[src/rtl/uart_pkg.sv]
// Shared constants and state encoding for the UART baud tick controller.
package uart_pkg;

  localparam int DIV_W      = 16;
  localparam int OVERSAMPLE = 16;

  localparam logic [DIV_W-1:0] DEFAULT_DIV = DIV_W'(27);
  localparam logic [DIV_W-1:0] MIN_DIV     = DIV_W'(2);

  typedef enum logic [1:0] {
    IDLE = 2'd0,
    RUN  = 2'd1,
    PEND = 2'd2
  } state_e;

endpackage

[src/rtl/baud_ctrl_if.sv]
// Config handshake, engine busy flags and tick outputs of the baud controller.
interface baud_ctrl_if;
  import uart_pkg::*;

  logic             enable;
  logic             cfg_valid;
  logic [DIV_W-1:0] cfg_div;
  logic [3:0]       cfg_frac;
  logic             cfg_ready;
  logic             cfg_err;
  logic             tx_busy;
  logic             rx_busy;
  logic             os_tick;
  logic             bit_tick;
  logic [DIV_W-1:0] cur_div;

  modport master (
    output enable, cfg_valid, cfg_div, cfg_frac, tx_busy, rx_busy,
    input  cfg_ready, cfg_err, os_tick, bit_tick, cur_div
  );

  modport slave (
    input  enable, cfg_valid, cfg_div, cfg_frac, tx_busy, rx_busy,
    output cfg_ready, cfg_err, os_tick, bit_tick, cur_div
  );

endinterface

[src/rtl/baud_tick_counter.sv]
// Divider / oversample counter chain producing os_tick and bit_tick.
// Fractional divisor support is compiled in with UART_FRAC_DIV_EN.
module baud_tick_counter #(
  parameter int W  = 16,
  parameter int OS = 16
) (
  input  logic         clk,
  input  logic         reset_n,
  input  logic         clr,
  input  logic         cnt_en,
  input  logic [W-1:0] div,
  input  logic [3:0]   frac,
  output logic         os_tick,
  output logic         bit_tick
);
  localparam int OS_W = $clog2(OS);

  logic [W-1:0]    div_cnt_q, div_cnt_d;
  logic [OS_W-1:0] os_cnt_q, os_cnt_d;
  logic [W-1:0]    last_cnt;

`ifdef UART_FRAC_DIV_EN
  logic [3:0] acc_q, acc_d;
  logic [4:0] acc_sum;

  // A carry out of the phase accumulator stretches the current period by one clk.
  assign acc_sum  = {1'b0, acc_q} + {1'b0, frac};
  assign last_cnt = div - W'(1) + W'(acc_sum[4]);
`else
  logic [3:0] unused_frac;
  assign unused_frac = frac;
  assign last_cnt    = div - W'(1);
`endif

  assign os_tick  = cnt_en && (div_cnt_q == last_cnt);
  assign bit_tick = os_tick && (os_cnt_q == OS_W'(OS - 1));

  always_comb begin
    div_cnt_d = div_cnt_q;
    os_cnt_d  = os_cnt_q;
`ifdef UART_FRAC_DIV_EN
    acc_d     = acc_q;
`endif
    if (clr) begin
      div_cnt_d = '0;
      os_cnt_d  = '0;
`ifdef UART_FRAC_DIV_EN
      acc_d     = '0;
`endif
    end else if (os_tick) begin
      div_cnt_d = '0;
      os_cnt_d  = os_cnt_q + OS_W'(1);
`ifdef UART_FRAC_DIV_EN
      acc_d     = acc_sum[3:0];
`endif
    end else if (cnt_en) begin
      div_cnt_d = div_cnt_q + W'(1);
    end
  end

  always_ff @(posedge clk or negedge reset_n) begin
    if (!reset_n) begin
      div_cnt_q <= '0;
      os_cnt_q  <= '0;
`ifdef UART_FRAC_DIV_EN
      acc_q     <= '0;
`endif
    end else begin
      div_cnt_q <= div_cnt_d;
      os_cnt_q  <= os_cnt_d;
`ifdef UART_FRAC_DIV_EN
      acc_q     <= acc_d;
`endif
    end
  end

endmodule

[src/rtl/baud_ctrl.sv]
// Baud tick controller: FSM and divisor handshake around baud_tick_counter.
// Fractional divisor (cfg_frac) takes effect only when built with UART_FRAC_DIV_EN.
//
// state | meaning
// IDLE  | enable low, counters held at zero, cfg applied immediately
// RUN   | ticking at cur_div
// PEND  | new divisor held, ticking at old divisor until both engines idle
module baud_ctrl
  import uart_pkg::*;
(
  input  logic       clk,
  input  logic       reset_n,
  baud_ctrl_if.slave bus
);
  state_e           state_q, state_d;
  logic [DIV_W-1:0] cur_div_q, cur_div_d, pend_div_q, pend_div_d;
  logic [3:0]       cur_frac_q, cur_frac_d, pend_frac_q, pend_frac_d;
  logic             err_q, err_d;
  logic             rdy_q;
  logic             active, apply, take, legal, cfg_ready;

  assign cfg_ready = rdy_q && (state_q != PEND);
  assign active    = (state_q != IDLE) && bus.enable;
  assign apply     = (state_q == PEND) && (!bus.enable || (!bus.tx_busy && !bus.rx_busy));
  assign take      = bus.cfg_valid && cfg_ready;
  assign legal     = bus.cfg_div >= MIN_DIV;

  always_comb begin
    state_d     = state_q;
    cur_div_d   = cur_div_q;
    cur_frac_d  = cur_frac_q;
    pend_div_d  = pend_div_q;
    pend_frac_d = pend_frac_q;
    err_d       = take && !legal;
    case (state_q)
      IDLE: begin
        if (take && legal) begin
          cur_div_d  = bus.cfg_div;
          cur_frac_d = bus.cfg_frac;
        end
        if (bus.enable) state_d = RUN;
      end
      RUN: begin
        if (!bus.enable) begin
          state_d = IDLE;
          if (take && legal) begin
            cur_div_d  = bus.cfg_div;
            cur_frac_d = bus.cfg_frac;
          end
        end else if (take && legal) begin
          pend_div_d  = bus.cfg_div;
          pend_frac_d = bus.cfg_frac;
          state_d     = PEND;
        end
      end
      PEND: begin
        if (apply) begin
          cur_div_d  = pend_div_q;
          cur_frac_d = pend_frac_q;
          state_d    = bus.enable ? RUN : IDLE;
        end
      end
      default: state_d = IDLE;
    endcase
  end

  always_ff @(posedge clk or negedge reset_n) begin
    if (!reset_n) begin
      state_q     <= IDLE;
      cur_div_q   <= DEFAULT_DIV;
      cur_frac_q  <= '0;
      pend_div_q  <= '0;
      pend_frac_q <= '0;
      err_q       <= 1'b0;
      rdy_q       <= 1'b0;
    end else begin
      state_q     <= state_d;
      cur_div_q   <= cur_div_d;
      cur_frac_q  <= cur_frac_d;
      pend_div_q  <= pend_div_d;
      pend_frac_q <= pend_frac_d;
      err_q       <= err_d;
      rdy_q       <= 1'b1;
    end
  end

  // The apply cycle clears the chain, so no tick can fire on it.
  baud_tick_counter #(
    .W  (DIV_W),
    .OS (OVERSAMPLE)
  ) u_cnt (
    .clk      (clk),
    .reset_n  (reset_n),
    .clr      (!active || apply),
    .cnt_en   (active && !apply),
    .div      (cur_div_q),
    .frac     (cur_frac_q),
    .os_tick  (bus.os_tick),
    .bit_tick (bus.bit_tick)
  );

  assign bus.cfg_ready = cfg_ready;
  assign bus.cfg_err   = err_q;
  assign bus.cur_div   = cur_div_q;

endmodule

[src/flat_wrapper.sv]
// flat-port wrapper written by rule: the top's interface ports become plain ports
module baud_ctrl_flat import uart_pkg::*;
  (clk, reset_n, bus_enable, bus_cfg_valid, bus_cfg_div, bus_cfg_frac, bus_tx_busy, bus_rx_busy, bus_cfg_ready, bus_cfg_err, bus_os_tick, bus_bit_tick, bus_cur_div);
  baud_ctrl_if bus_i ();
  input  logic clk;
  input  logic reset_n;
  input wire logic [$bits(bus_i.enable)-1:0] bus_enable;
  input wire logic [$bits(bus_i.cfg_valid)-1:0] bus_cfg_valid;
  input wire logic [$bits(bus_i.cfg_div)-1:0] bus_cfg_div;
  input wire logic [$bits(bus_i.cfg_frac)-1:0] bus_cfg_frac;
  input wire logic [$bits(bus_i.tx_busy)-1:0] bus_tx_busy;
  input wire logic [$bits(bus_i.rx_busy)-1:0] bus_rx_busy;
  output wire logic [$bits(bus_i.cfg_ready)-1:0] bus_cfg_ready;
  output wire logic [$bits(bus_i.cfg_err)-1:0] bus_cfg_err;
  output wire logic [$bits(bus_i.os_tick)-1:0] bus_os_tick;
  output wire logic [$bits(bus_i.bit_tick)-1:0] bus_bit_tick;
  output wire logic [$bits(bus_i.cur_div)-1:0] bus_cur_div;
  assign bus_i.enable = bus_enable;
  assign bus_i.cfg_valid = bus_cfg_valid;
  assign bus_i.cfg_div = bus_cfg_div;
  assign bus_i.cfg_frac = bus_cfg_frac;
  assign bus_i.tx_busy = bus_tx_busy;
  assign bus_i.rx_busy = bus_rx_busy;
  assign bus_cfg_ready = bus_i.cfg_ready;
  assign bus_cfg_err = bus_i.cfg_err;
  assign bus_os_tick = bus_i.os_tick;
  assign bus_bit_tick = bus_i.bit_tick;
  assign bus_cur_div = bus_i.cur_div;
  baud_ctrl u_core (.clk(clk), .reset_n(reset_n), .bus(bus_i));
endmodule
[config.mk]
export PLATFORM = sky130hd
export DESIGN_NAME = baud_ctrl_flat
export DESIGN_NICKNAME = d
export VERILOG_FILES = /design/src/rtl/uart_pkg.sv /design/src/rtl/baud_ctrl_if.sv /design/src/rtl/baud_tick_counter.sv /design/src/rtl/baud_ctrl.sv /design/src/flat_wrapper.sv
export SDC_FILE = /design/constraint.sdc
export NUM_CORES = 1
export LEC_CHECK = 0
export CAP_MARGIN = 15
export CORE_ASPECT_RATIO = 0.75
export CORE_MARGIN = 2
export CORE_UTILIZATION = 40
export DETAILED_ROUTE_END_ITERATION = 8
export PLACE_DENSITY_LB_ADDON = 0.12
export SLEW_MARGIN = 20
export SYNTH_ARGS = -nofsm -noshare
export SYNTH_HDL_FRONTEND = slang
export SYNTH_SLANG_ARGS = --single-unit
[constraint.sdc]
create_clock -name clk -period 3.41 [get_ports clk]
set_input_delay 0.682 -clock clk [delete_from_list [all_inputs] [get_ports clk]]
set_output_delay 0.682 -clock clk [all_outputs]
set_load 0.05 [all_outputs]
Word-level counts from Yosys, hierarchy flattened:

Index checks and enable logic that the tools add are counted.

* mux-type cells: 15
* order comparisons: 1
* reductions and logical operators: 26
* add/subtract/negate cells: 3
* eq/ne operators: 9

Operator list (number)
* 2-to-1 mux 16 bit: 6
* case mux 16 bit (3 select lines): 1
* adder 16 x 1 -> 16 bit (second input constant): 1
* == test 16 bit: 1
* greater-or-equal comparator 16 x 2 -> 1 bit (second input constant): 1
* subtractor 16 x 1 -> 16 bit (second input constant): 1
* logical AND 1 bit: 10
* AND reduction 3 bit: 3
* 2-to-1 mux 2 bit: 4
* 2-to-1 mux 4 bit: 2
* logical NOT 1 bit: 6
* != test 2 bit (second input constant): 3
* case mux 2 bit (3 select lines): 1
* nonzero test 3 bit: 2
* adder 4 x 1 -> 4 bit (second input constant): 1
* == test 4 bit (second input constant): 1
* nonzero test 2 bit: 2
* != test 3 x 2 -> 1 bit (second input constant): 1
* == test 2 x 1 -> 1 bit (second input constant): 1
* == test 2 bit (second input constant): 1
* logical NOT 2 bit: 1
* logical OR 1 bit: 2
* != test 2 x 1 -> 1 bit (second input constant): 1
* 2-to-1 mux 1 bit: 1

* logic and storage cells: 61
* register bits: 56
* bits of input ports: 26
* output and inout port bits: 20

Depth between registers and ports, before layout:

Gate-level depths: netlist (run 1).

* depth after elaboration: 9
* depth in mapped cells: 11

By module:

A second synthesis (run 1) with hierarchy kept.

* cells, all modules: 319
* area total of the unflattened synthesis: 3510.9 µm²

Modules (own cells, without submodules)
* baud_ctrl: cells an instance 147, instances 1, area each 1993.2 µm²
* baud_tick_counter: cells an instance 172, instances 1, area each 1517.7 µm²

Worst setup path after synthesis (run 1):

No wires, ideal clock.

* kind: register to output
* start point: reg u_core.cur_div_q[0], in the netlist u_core.bus.cur_div[0]
* end point: out bus_bit_tick
* setup slack: -555 ps
* arrival time: 3283 ps
* stages on the path, launching flop included: 10
* path buffers: 0
* cell sequence: dfstp_2 -> inv_1 -> ha_1 -> nor4b_4 -> a311o_1 -> nor2_1 -> a2bb2oi_1 -> a21boi_0 -> nand4_1 -> nor3_1

* longest elaborated chain between the ends: 4

Ends and longest elaborated chain
* start, declared: line baud_ctrl.sv:16 `logic [DIV_W-1:0] cur_div_q, cur_div_d, pend_div_q, pend_div_d;`
* start signal, assigned: line baud_ctrl.sv:78 `cur_div_q <= cur_div_d;`
* subtractor 16 x 1 -> 16 bit: line baud_tick_counter.sv:32 `assign last_cnt = div - W'(1);`
* == test 16 bit: line baud_tick_counter.sv:35 `assign os_tick = cnt_en && (div_cnt_q == last_cnt);`
* logical AND 1 bit: line baud_tick_counter.sv:35
* logical AND 1 bit: line baud_tick_counter.sv:36 `assign bit_tick = os_tick && (os_cnt_q == OS_W'(OS - 1));`
* end, declared: line flat_wrapper.sv:16 `output wire logic [$bits(bus_i.bit_tick)-1:0] bus_bit_tick;`

No other way between the ends.

Worst setup path in the final report (run 1):

* start point: reg u_core.cur_div_q[1], in the netlist u_core.bus.cur_div[1]
* end point: out bus_os_tick

* longest elaborated chain between the ends: 3

Ends and longest elaborated chain
* subtractor 16 x 1 -> 16 bit: line baud_tick_counter.sv:32
* == test 16 bit: line baud_tick_counter.sv:35
* logical AND 1 bit: line baud_tick_counter.sv:35
* end, declared: line flat_wrapper.sv:15 `output wire logic [$bits(bus_i.os_tick)-1:0] bus_os_tick;`

No other way between the ends.

==> run metrics, run 1 <==
max_cap viols=0; type of the worst min-delay path=primary input to asynchronous set/reset pin; Num CTS Buffers=5; IO Port Bufs=41; Post-Place Setup Slack=0.229 ns; syn_nets=345; maximum root-to-sink buffer count=2; Final Cell Area=3920 um2; core region area=7780 um2; Final Setup Violations=0; GPL Wtd Cong=0.865; Die Area=8670 um2; min Tclk post-route=3.35 ns; CP arrival=2.67 ns; post-DR wirelength/cell=15.1 um; Critical-path top delay cell=dfstp_2; synth top area cells=dfrtp_1, mux2i_1, mux2_2, xnor2_1, xor2_1; CTS Root Cell=clkbuf_8; CP Launch Type=flop; Seq/Total Area, Yosys=0.443; Pwr Total=1.93 mW; Post-synth EDFFs=0; nets@finish=395; top cell family by delay on the critical path=compound AO/OA/AOI/OAI gates; share of the synthesized area in the top cell type=0.410; total gr overflow=0; critical-path maximum fanout=6; Area after DPL=3730 um2; pin count of the biggest net entering global routing=57; drt drc=0; Diodes inserted=0; clk slew on worst S/H paths=0.10 ns; slew margin rel.=0.472; worst vdd ir=0.000280 V; most frequent cells after synthesis=dfrtp_1, nor2_1, nand2_1; status=finished, final reports clean; # hold bufs at CTS=0; Pleak=1.54 nW; Yosys cell types=55; fmax=0.298 GHz; actual slew at the worst max-slew pin=0.791 ns; most common cell in the netlist=dfrtp_1; total I/O pin count=46; die height=81.1 um; Layout area overhead=23.5%; setup ws final=0.0596 ns; Yosys warning count=0; first-pass GRT wire length=11.7 mm; Layout Skew=0.0103 ns; WP buf/inv=4; initial antenna violation count=0; Tcrit/Tclk final=0.983; GRT Total Usage=0.173; CP max stage delay=0.56 ns; Final Hold Violating Endpoints=0; Synth async-reset ratio=1.00; dominant cell type by area after synthesis=dfrtp_1; Total Routed Length=7.11 mm; post-detail-place hpwl=5.19 mm; Clock Sinks=56; CTS H-tree lvls=2; layout cells sized above 1=0.185; vias in the first global route=2,236; initial core utilization=0.408; P per Cell Area=493 nW/um2; critical path, cell by cell=inv_2 > ha_4 > buf_6 > and2b_2 > a221o_1 > o211ai_1 > a2bb2oi_2 > a21boi_2 > nand4_1 > buf_4 > nor2_2 > buf_12; WHS=0.506 ns; fillers=735; Syn Inst Count=316; kind of end point of the critical path=output pin; final slew viol count=0; die width=107 um; worst reg-to-reg setup slack=0.66 ns; required time of the critical path=2.73 ns; DR iter-0 viols=115; Rows=28; Clock Latency Late Sink=0.30 ns; CTS tree=done; Post-Syn Area=3170 um2; Synth Area per Inst=10.0 um2; drt first pass iters=4; Post-synth top flop=dfrtp_1; routed vias/inst=5.17; DR vias=2,441; #FFs+latches synth=56; Worst Setup Path Type=flop to output pin; Routed Antenna Nets=0
-- kinds of logic (layout without fill, tap and decap cells) --
group           Yosys count  after routing  synth area share
compound gates           49             49             0.101
xor+xnor                 35             35            0.0989
fa+ha+maj                 3              3            0.0118
buf+inv                  21             72            0.0343
flops                    56             56             0.443
mux                      34             34             0.114
other cells               1              1           0.00118
simple gates            117            117             0.196
-- worst paths after layout --
kind                            cells past startpoint                                   to                         startpoint
worst max-delay path                               12                          bus_os_tick  u_core.bus.cur_div[1]$_DFFE_PN1P_
worst min-delay path                                2  u_core.u_cnt.div_cnt_q[3]$_DFF_PN0_                            reset_n
worst max register to register                     11  u_core.u_cnt.div_cnt_q[3]$_DFF_PN0_  u_core.bus.cur_div[1]$_DFFE_PN1P_
worst min register to register                      1     u_core.pend_div_q[1]$_DFFE_PN0P_   u_core.pend_div_q[1]$_DFFE_PN0P_
max in group asynchronous                           2    u_core.bus.cur_div[2]$_DFFE_PN0P_                            reset_n
min in group clk                                    1     u_core.pend_div_q[1]$_DFFE_PN0P_   u_core.pend_div_q[1]$_DFFE_PN0P_
-- sequential cells by signal (all words and copies together), names as in the netlist --
name,cells
u_core.rdy_q,1
u_core.u_cnt.div_cnt_q,16
u_core.bus.cur_div,16
u_core.pend_div_q,16
u_core.state_q,2
u_core.bus.cfg_err,1
u_core.u_cnt.os_cnt_q,4
-- power breakdown --
group          switching (mW)  internal, mW
clock network           0.219         0.148
logic                   0.387         0.308
registers               0.107         0.762
-- through the flow --
step           std cells  utilization  setup TNS, ns
6_report             472        0.504              0
5_1_grt              472        0.504        -0.0593
4_1_cts              467        0.494              0
3_5_place_dp         457        0.479              0
3_3_place_gp         457        0.479              0
2_1_floorplan        316            -         -0.278
-- cell type report --
| class | count | area (um2) | share of cell area |
|---|---|---|---|
| clock buffers | 5 | 68.8 | 0.0176 |
| clock inverters | 3 | 22.5 | 0.00575 |
| multi-input cells | 239 | 1710 | 0.436 |
| well taps | 105 | 131 | 0.0335 |
| repair buffers | 57 | 554 | 0.141 |
| inverters | 7 | 26.3 | 0.00670 |
| flip-flops and latches | 56 | 1410 | 0.359 |
-- layer usage --
metal,GRT usage,wire (um)
met4,0.0312,43
met2,0.262,3150
met5,0,0
met1,0.261,3540
met3,0.0329,376
-- cells in the final DEF (no fill, tap or decap), drive strengths merged, types with 16 or more instances in the layout --
master and count:
nand2 27, clkdlybuf4s50 38, mux2i 18, buf 18, xor2 17, nor2 31
mux2 16, o21ai 23, dfrtp 52, xnor2 18
-- repair_timing --
action / CTS / global route
resized for setup: 2 / 11
setup buffers: 2 / 5
setup endpoints to repair: 2 / 2
pin swaps: 3 / 9
Note: power is estimated with default switching activity, not from simulation.
==> run 2, diff against run 1 <==
--- a/config.mk
+++ b/config.mk
@@ -11,6 +11,7 @@
 export CORE_UTILIZATION = 40
 export DETAILED_ROUTE_END_ITERATION = 8
 export PLACE_DENSITY_LB_ADDON = 0.12
+export REMOVE_ABC_BUFFERS = 1
 export SLEW_MARGIN = 20
 export SYNTH_ARGS = -nofsm -noshare
 export SYNTH_HDL_FRONTEND = slang
==> run 2 against run 1 <==
Routed wire length is 1.2% higher. Highest routed layer unchanged. Core utilization is 0.14 points lower. Clock-buffer cell count stayed put. Sequential share of layout area is 0.10 points higher. Critical endpoint is now bus_bit_tick. Clock skew is 0.0020 ns higher. Combinational power hardly changed. Worst hold slack worse by 0.17 ns. Largest cell class unchanged. Flip-flop and latch count stayed put. Register-to-register slack better by 0.02 ns.
==> run metrics, run 2 (same netlist as run 1, synthesis figures left out) <==
Diodes inserted=0 (unchanged); Pwr Total=1.94 mW (+0.44%); origin of the critical flop-to-flop path=u_core.bus.cur_div[6]$_DFFE_PN0P_; clk slew on worst S/H paths=0.11 ns (about the same); most common cell after layout, fill and taps aside=dfrtp_1; type of the worst min-delay path=primary input to asynchronous set/reset pin; Total Routed Length=7.19 mm (+1.2%); total I/O pin count=46 (unchanged); most frequent cells in the layout=dfrtp_1, clkdlybuf4s50_1, nor2_1; vias in the first global route=2,317 (+3.6%); critical-path maximum fanout=5 (-1); CP Launch Type=flop; Die Area=8670 um2 (unchanged); max_cap viols=0 (unchanged); CP arrival=2.67 ns (about the same); min Tclk post-route=3.35 ns (-0.000413 ns); initial antenna violation count=0 (unchanged); Layout area overhead=23.1%; slew margin rel.=0.470 (-0.00222); total gr overflow=0 (unchanged); Routed Antenna Nets=0 (unchanged); Worst Setup Path Type=flop to output pin; post-DR wirelength/cell=15.2 um (+1.2%); Final Hold Violating Endpoints=0 (unchanged); Clock Sinks=56 (unchanged); Clock Latency Late Sink=0.32 ns (+0.02 ns); Rows=28 (unchanged); layout cells sized above 1=0.185 (unchanged); final slew viol count=0 (unchanged); GPL Wtd Cong=0.769 (-11%); initial core utilization=0.408 (unchanged); Tcrit/Tclk final=0.982 (about the same); pin count of the biggest net entering global routing=34 (-40%); fillers=756 (+2.9%); CTS tree=done; actual slew at the worst max-slew pin=0.794 ns (+0.00332 ns); Post-Place Setup Slack=0.131 ns (-0.0978 ns); die width=107 um (unchanged); core region area=7780 um2 (unchanged); fmax=0.299 GHz (about the same); RSZ-0062 raised after global routing=yes; Layout Skew=0.0123 ns (+0.00201 ns); DR vias=2,451 (+0.41%); GRT Total Usage=0.178 (+0.00441); kind of end point of the critical path=output pin; routed vias/inst=5.19 (+0.41%); worst reg-to-reg setup slack=0.68 ns (+0.02 ns); first-pass GRT wire length=11.8 mm (+1.0%); CTS H-tree lvls=2 (unchanged); status=finished, final reports clean; setup ws final=0.0601 ns (+0.000413 ns); Num CTS Buffers=5 (unchanged); CTS Root Cell=clkbuf_8; Pleak=1.53 nW (-0.24%); drt first pass iters=4 (unchanged); post-detail-place hpwl=5.33 mm (+2.9%); worst vdd ir=0.000343 V (+22%); required time of the critical path=2.73 ns (about the same); nets@finish=395 (unchanged); # hold bufs at CTS=0 (unchanged); die height=81.1 um (unchanged); Final Setup Violations=0 (unchanged); DR iter-0 viols=97 (-16%); FF-to-FF path depth=7 (-4); drt drc=0 (unchanged); CP Launch Point=u_core.bus.cur_div[1]$_DFFE_PN1P_; P per Cell Area=496 nW/um2 (+0.73%); maximum root-to-sink buffer count=2 (unchanged); IO Port Bufs=41 (unchanged)
[run 2: changes by cell type in the layout (fill, tap and decap cells not counted), sizes merged]
cell      change
clkinv        -1
clkinvlp      +1
[run 2: worst max-delay path, stage by stage, from the launching register on]
cell and delay [ns]:
dfstp_2 0.56, inv_2 0.04, ha_4 0.15, nor4b_4 0.15
a311o_1 0.36, nor2_1 0.12, a2bb2oi_2 0.18, a21boi_2 0.16
nand4_1 0.14, nor3_2 0.28, clkbuf_16 0.21
[run 2: power by group]
| part | leakage, nW | internal [mW] | switching, mW | total [mW] |
|---|---|---|---|---|
| sequential | 0.713 | 0.762 | 0.0942 | 0.856 |
| clock | 0.0445 | 0.147 | 0.243 | 0.390 |
| combinational | 0.778 | 0.302 | 0.391 | 0.693 |
| total | 1.53 | 1.21 | 0.729 | 1.94 |
[run 2: layout make-up]
type	count	area, um2	area share
inverter	7	26.3	0.00672
sequential	56	1410	0.360
clock buffer	5	68.8	0.0176
tap	105	131	0.0336
clock inverter	3	21.3	0.00544
timing repair buffer	57	551	0.141
multi-input combinational	239	1700	0.436
[run 2: through the flow]
stage	util	hold slack, ns	cells	TNS, ns	area, um2
2_1_floorplan	-	0.386	302	-0.705	3090
3_3_place_gp	0.481	0.490	459	0	3740
3_5_place_dp	0.481	0.496	459	0	3740
4_1_cts	0.495	0.363	469	0	3850
5_1_grt	0.503	0.376	472	-0.0679	3910
6_report	0.503	0.338	472	0	3910
[run 2: per-layer routing]
layer  vias up  global-route usage  routed length [um]
met4         0              0.0468                  80
li1       1202                   -                   -
met2        37               0.263                3230
met5         -                   0                   0
met3         7              0.0329                 254
met1      1205               0.267                3630
[run 2: repair_timing]
action                                  4_1_cts  5_1_grt
setup buffers                                 2        3
endpoints found under the hold margin         0        0
resized for setup                             2       10
endpoints found under the setup margin        2        2
pin swaps                                     2        5
[run 2: worst paths after layout]
check,endpoint
min in group clk,u_core.pend_div_q[8]$_DFFE_PN0P_
max in group asynchronous,u_core.bus.cur_div[3]$_DFFE_PN1P_
max reg2reg,u_core.u_cnt.div_cnt_q[8]$_DFF_PN0_
min,u_core.u_cnt.div_cnt_q[4]$_DFF_PN0_
max,bus_bit_tick
min reg2reg,u_core.pend_div_q[8]$_DFFE_PN0P_
